[config.mk]
export PLATFORM = sky130hd
export DESIGN_NAME = lcd_char_render
export DESIGN_NICKNAME = d
export VERILOG_FILES = /design/src/rtl/lcd_char_render.sv
export SDC_FILE = /design/constraint.sdc
export NUM_CORES = 1
export LEC_CHECK = 0
export CAP_MARGIN = 20
export CORE_MARGIN = 2
export CORE_UTILIZATION = 46
export CTS_BUF_LIST = sky130_fd_sc_hd__clkbuf_8 sky130_fd_sc_hd__clkbuf_16
export DETAILED_ROUTE_END_ITERATION = 8
export PLACE_DENSITY_LB_ADDON = 0.15
export REMOVE_ABC_BUFFERS = 1
export SLEW_MARGIN = 20
export SYNTH_ARGS = -nofsm -noshare
export SYNTH_HDL_FRONTEND = slang
export SYNTH_SLANG_ARGS = --single-unit
[constraint.sdc]
create_clock -name sys_clk -period 2.65 [get_ports sys_clk]
set_input_delay 0.3975 -clock sys_clk [delete_from_list [all_inputs] [get_ports sys_clk]]
set_output_delay 0.3975 -clock sys_clk [all_outputs]
set_load 0.01 [all_outputs]
[src/rtl/lcd_char_render.sv]
// Renders one font glyph into an LCD window over a byte-wide writer, re-arming forever once flagged.
// Optional panel window offset (+1 column, +2 row) is enabled by defining LCD_CHAR_OFFSET_EN.
module lcd_char_render (
    input  logic        sys_clk,
    input  logic        sys_rst_n,
    input  logic        show_char_flag,
    input  logic [7:0]  ascii_num,
    input  logic [8:0]  start_x,
    input  logic [8:0]  start_y,
    input  logic        en_size,
    input  logic [15:0] front_color,
    input  logic [15:0] background_color,
    output logic [10:0] rom_addr,
    input  logic [7:0]  rom_data,
    output logic        rom_sel,
    output logic        wr_req,
    output logic [8:0]  wr_data,
    input  logic        wr_done,
    output logic        show_char_done
);
    typedef enum logic [2:0] {IDLE, GAP, LATCH, CMD, ROM_RD, PIX_HI, PIX_LO, DONE} state_t;
    state_t state, state_next;

    logic [7:0]  idx_q;
    logic [8:0]  sx_q, sy_q;
    logic        big_q;
    logic [15:0] fc_q, bc_q;
    logic [3:0]  byte_q, row_q;
    logic [2:0]  col_q;
    logic        gap_q, rd_phase_q, sent_q;
    logic [7:0]  bits_q;

    logic        byte_done, last_col, last_row, pix_on;
    logic [8:0]  xs, xe, ys, ye;
    logic [15:0] color;
    logic [10:0] idx_ext, row_ext;

`ifdef LCD_CHAR_OFFSET_EN
    assign xs = sx_q + 9'd1;
    assign ys = sy_q + 9'd2;
`else
    assign xs = sx_q;
    assign ys = sy_q;
`endif
    assign xe = xs + (big_q ? 9'd7 : 9'd5);
    assign ye = ys + (big_q ? 9'd15 : 9'd11);

    // A wr_done only counts once our request is outstanding.
    assign byte_done = sent_q & wr_done;
    assign last_col  = (col_q == (big_q ? 3'd7 : 3'd5));
    assign last_row  = (row_q == (big_q ? 4'd15 : 4'd11));
    assign pix_on    = (idx_q <= 8'd94) && bits_q[3'd7 - col_q];
    assign color     = pix_on ? fc_q : bc_q;

    assign idx_ext  = {3'b000, idx_q};
    assign row_ext  = {7'b0000000, row_q};
    assign rom_addr = big_q ? (idx_ext << 4) + row_ext
                            : (idx_ext << 3) + (idx_ext << 2) + row_ext;
    assign rom_sel  = big_q;

    always_ff @(posedge sys_clk or negedge sys_rst_n) begin
        if (!sys_rst_n) state <= IDLE;
        else            state <= state_next;
    end

    always_comb begin
        state_next = state;
        case (state)
            IDLE:    if (show_char_flag) state_next = GAP;
            GAP:     if (gap_q) state_next = LATCH;
            LATCH:   state_next = CMD;
            CMD:     if (byte_done && byte_q == 4'd10) state_next = ROM_RD;
            ROM_RD:  if (rd_phase_q) state_next = PIX_HI;
            PIX_HI:  if (byte_done) state_next = PIX_LO;
            PIX_LO:
                if (byte_done) begin
                    if (!last_col)     state_next = PIX_HI;
                    else if (last_row) state_next = DONE;
                    else               state_next = ROM_RD;
                end
            DONE:    state_next = GAP;
            default: state_next = IDLE;
        endcase
    end

    always_ff @(posedge sys_clk or negedge sys_rst_n) begin
        if (!sys_rst_n) begin
            idx_q      <= '0;
            sx_q       <= '0;
            sy_q       <= '0;
            big_q      <= 1'b0;
            fc_q       <= '0;
            bc_q       <= '0;
            byte_q     <= '0;
            row_q      <= '0;
            col_q      <= '0;
            gap_q      <= 1'b0;
            rd_phase_q <= 1'b0;
            sent_q     <= 1'b0;
            bits_q     <= '0;
        end else begin
            if (byte_done)   sent_q <= 1'b0;
            else if (wr_req) sent_q <= 1'b1;
            gap_q      <= (state == GAP) ? ~gap_q : 1'b0;
            rd_phase_q <= (state == ROM_RD) ? ~rd_phase_q : 1'b0;
            case (state)
                LATCH: begin
                    idx_q  <= ascii_num;
                    sx_q   <= start_x;
                    sy_q   <= start_y;
                    big_q  <= en_size;
                    fc_q   <= front_color;
                    bc_q   <= background_color;
                    byte_q <= '0;
                    row_q  <= '0;
                    col_q  <= '0;
                end
                CMD:    if (byte_done) byte_q <= byte_q + 4'd1;
                ROM_RD: if (rd_phase_q) bits_q <= rom_data;
                PIX_LO:
                    if (byte_done) begin
                        if (last_col) begin
                            col_q <= '0;
                            row_q <= row_q + 4'd1;
                        end else begin
                            col_q <= col_q + 3'd1;
                        end
                    end
                default: ;
            endcase
        end
    end

    always_comb begin
        wr_req         = 1'b0;
        wr_data        = '0;
        show_char_done = 1'b0;
        case (state)
            CMD: begin
                wr_req = ~sent_q;
                case (byte_q)
                    4'd0:    wr_data = {1'b0, 8'h2A};
                    4'd1:    wr_data = {1'b1, 7'b0000000, xs[8]};
                    4'd2:    wr_data = {1'b1, xs[7:0]};
                    4'd3:    wr_data = {1'b1, 7'b0000000, xe[8]};
                    4'd4:    wr_data = {1'b1, xe[7:0]};
                    4'd5:    wr_data = {1'b0, 8'h2B};
                    4'd6:    wr_data = {1'b1, 7'b0000000, ys[8]};
                    4'd7:    wr_data = {1'b1, ys[7:0]};
                    4'd8:    wr_data = {1'b1, 7'b0000000, ye[8]};
                    4'd9:    wr_data = {1'b1, ye[7:0]};
                    default: wr_data = {1'b0, 8'h2C};
                endcase
            end
            PIX_HI: begin
                wr_req  = ~sent_q;
                wr_data = {1'b1, color[15:8]};
            end
            PIX_LO: begin
                wr_req  = ~sent_q;
                wr_data = {1'b1, color[7:0]};
            end
            DONE:    show_char_done = 1'b1;
            default: ;
        endcase
    end
endmodule

==> reports/qor.yml <==
outcome:
  status: "finished with violations"
  violations: "negative setup slack"
placed_design:
  dp_cells: 879
  dp.final_hpwl_microns: 9420
  io_buffers: 93
  routabilityCongestion: 0.883
  post-place-ws_ns: -0.764
die:
  io-pin-count: 94
  start_util: 0.473
  core_region_area_sq_mm: 0.0108
  die_y_microns: 110
  dieArea_sq_mm: 0.0120
  die_w_microns: 110
  rows: 38
critical_path:
  crit_chain: "fa_1 -> ha_2 -> inv_2 -> fa_2 -> nor2b_1 -> o21ai_1 -> a21boi_1 -> o21ai_1 -> and3_1 -> o31ai_1 -> buf_2"
  rr_startpoint: "state[0]$_DFFE_PN0P_"
  slowest_delay_ns: 0.54
  cp_max_fo: 2
  critPathCaptureType: "output port"
  path_class: "reg -> out"
  crit_required_ns: 2.25
  cpMostUsedCell: "o21ai_1"
  startpoint: "row_q[3]$_DFFE_PN0P_"
  crit_path_start_kind: "flop"
  critical-path-slowest-cell: "fa_1"
  worstPathArrival_ns: 3.04
logic_synthesis:
  synth_seq_area_share: 0.410
  synthTopCellsByCount: "nand2_1, dfrtp_1, ha_1, inv_1"
  synth-main-ff-cell: "dfrtp_1"
  ys_top_cells_by_area: "dfrtp_1, nand2_1, ha_1, mux2i_1, xnor2_1"
  synth_top_area_share: 0.410
  syn_area_sq_mm: 0.00513
  postSynthCellCount: 604
  synth-edff-count: 0
  avgSynthCellArea_sq_um: 8.50
  yosysTopAreaCell: "dfrtp_1"
  yosysUniqueCellTypes: 60
  synth_warnings: 0
  post-synth-top-count-cell: "nand2_1"
  synth-seq-cells: 84
  synthArstFlopShare: 1.00
sta:
  hold_viol_final: 0
  timing.slew.headroom: 0.558
  timing.final.crit_share: 1.30
  grt_setup_unrepaired: "true"
  skew_ns: 0.00627
  setup_ws_ns: -0.786
  fmax_mhz: 291
  tns_ns: -4.16
  finalMaxSlewViolations: 0
  tightest_slew_ns: 0.664
  setup_viol: 14
  layout_min_cycle_time_ns: 3.44
global_route:
  grtUsageMet1: 0.321
  grt_usage: 0.239
  grt_pass1_wl_microns: 22400
  overflow: 0
  top_usage_layer: "met2"
  gr-usage-met2: 0.394
  antenna_found_initial: 0
  grt_max_degree: 78
  grt_use_met3: 0.0320
  grt_pass1_vias: 4746
layout:
  fin_nets: 867
  finalNonFillerCells: 911
  n_fill_cell: 889
  diodes: 0
  area_growth_pct: 41.0
  fin_util: 0.667
  layout-drive-gt1-share: 0.228
power_and_ir_drop:
  leakage_uw: 0.00343
  powerDensity_mw_per_mm2: 1130
  ir_drop_mv: 0.647
detailed_routing:
  first_pass_iters: 4
  drcViolationCount: 0
  drt_wl_total_microns: 13600
  via_per_inst: 5.23
  dr_total_vias: 4764
  drtAntennaViolNets: 0
  first_iter_violations: 206
  wl_per_cell_microns: 14.9
cts:
  cts.path.max_buffers: 2
  cts_root_buf: "clkbuf_8"
  insertion_delay_ns: 0.36
  clk_pin_slew_ns: 0.08
  cts_tree: "done"
  clock_tree.htree_level_count: 3
  cts_buffers: 9
  cts_sinks: 84
job:
  maxCapViolCount: 0
min_path:
  holdCritPathClass: "in -> async"
[placed cells by master (no fill, tap or decap), types with 16 or more instances in the layout]
cell	synthesis	layout
nand2_1	197	196
dfrtp_1	84	83
buf_4	2	82
clkdlybuf4s50_1	0	75
o21ai_1	17	24
inv_1	26	23
nor2_1	23	22
a21oi_1	21	18
ha_1	26	17
mux2i_1	17	16
[worst paths after layout]
path                       slack, ns                    end  cells after the start
min                             0.05   idx_q[3]$_DFFE_PN0P_                      1
max reg2reg                     0.70    bc_q[8]$_DFFE_PN0P_                      5
max in group asynchronous       1.96  byte_q[0]$_DFFE_PN0P_                      2
min in group sys_clk            0.43        gap_q$_DFF_PN0_                      1
max                            -0.79            rom_addr[9]                     11
min reg2reg                     0.43        gap_q$_DFF_PN0_                      1
[sequential cells by signal, summed over array words and instances, names as in the netlist, 3 cells and up]
signal  cells
bc_q       16
sx_q        9
col_q       3
idx_q       8
fc_q       16
bits_q      8
byte_q      4
row_q       4
sy_q        9
state       3
[through the flow]
stage,cell area (sq um),total power (uW),hold slack (ns)
4_1_cts,7130,8050,0.0789
6_report,7230,8210,0.0526
3_3_place_gp,6720,6730,0.417
5_1_grt,7230,8900,0.117
3_5_place_dp,6720,6860,0.422
2_1_floorplan,4980,4770,0.102
[per-layer routing]
metal | up-vias | share of wire
met3 | 16 | 0.034
met4 | 0 | 0.017
met5 | - | 0
li1 | 2372 | -
met2 | 90 | 0.48
met1 | 2286 | 0.46
[report_power, final]
part | switching, uW | internal [uW] | total [uW] | leakage [uW]
clock network | 466 | 451 | 917 | 0.0000956
registers | 429 | 1810 | 2240 | 0.00107
logic | 2560 | 2490 | 5050 | 0.00227
[repair_timing]
item                       in CTS  in global routing
setup buffers                  14                  7
setup endpoints to repair      17                 16
pin swaps                      32                 23
gates resized for setup       115                 21
hold buffers                    0                  0
[worst max-delay path, delay by kind of cell (launching register included)]
| kind | cells | cell delay, ns |
|---|---|---|
| fa+ha+maj | 3 | 1.10 |
| compound gates | 4 | 0.64 |
| flops | 1 | 0.41 |
| simple gates | 2 | 0.30 |
| buf+inv | 2 | 0.22 |
[area by class of cell]
class,count,area [sq um],share of cell area
clock inverter,5,53.8,0.00744
inverter,26,100,0.0138
sequential,84,2100,0.291
timing repair buffer,186,1630,0.226
clock buffer,10,138,0.0190
multi-input combinational,460,3030,0.419
tap,140,175,0.0242
[cell families (layout without fill, tap and decap cells)]
group	after synthesis	in the layout	synth area share
and+or+nand+nor	270	270	0.223
DFF	84	84	0.410
AOI/OAI and AO/OA	108	108	0.135
xor gates and xnor gates	22	22	0.0376
buffers and inverters	60	227	0.0490
muxes	31	31	0.0702
adders and majority gates	29	29	0.0751
No activity file was read; power rests on OpenSTA's default activity.
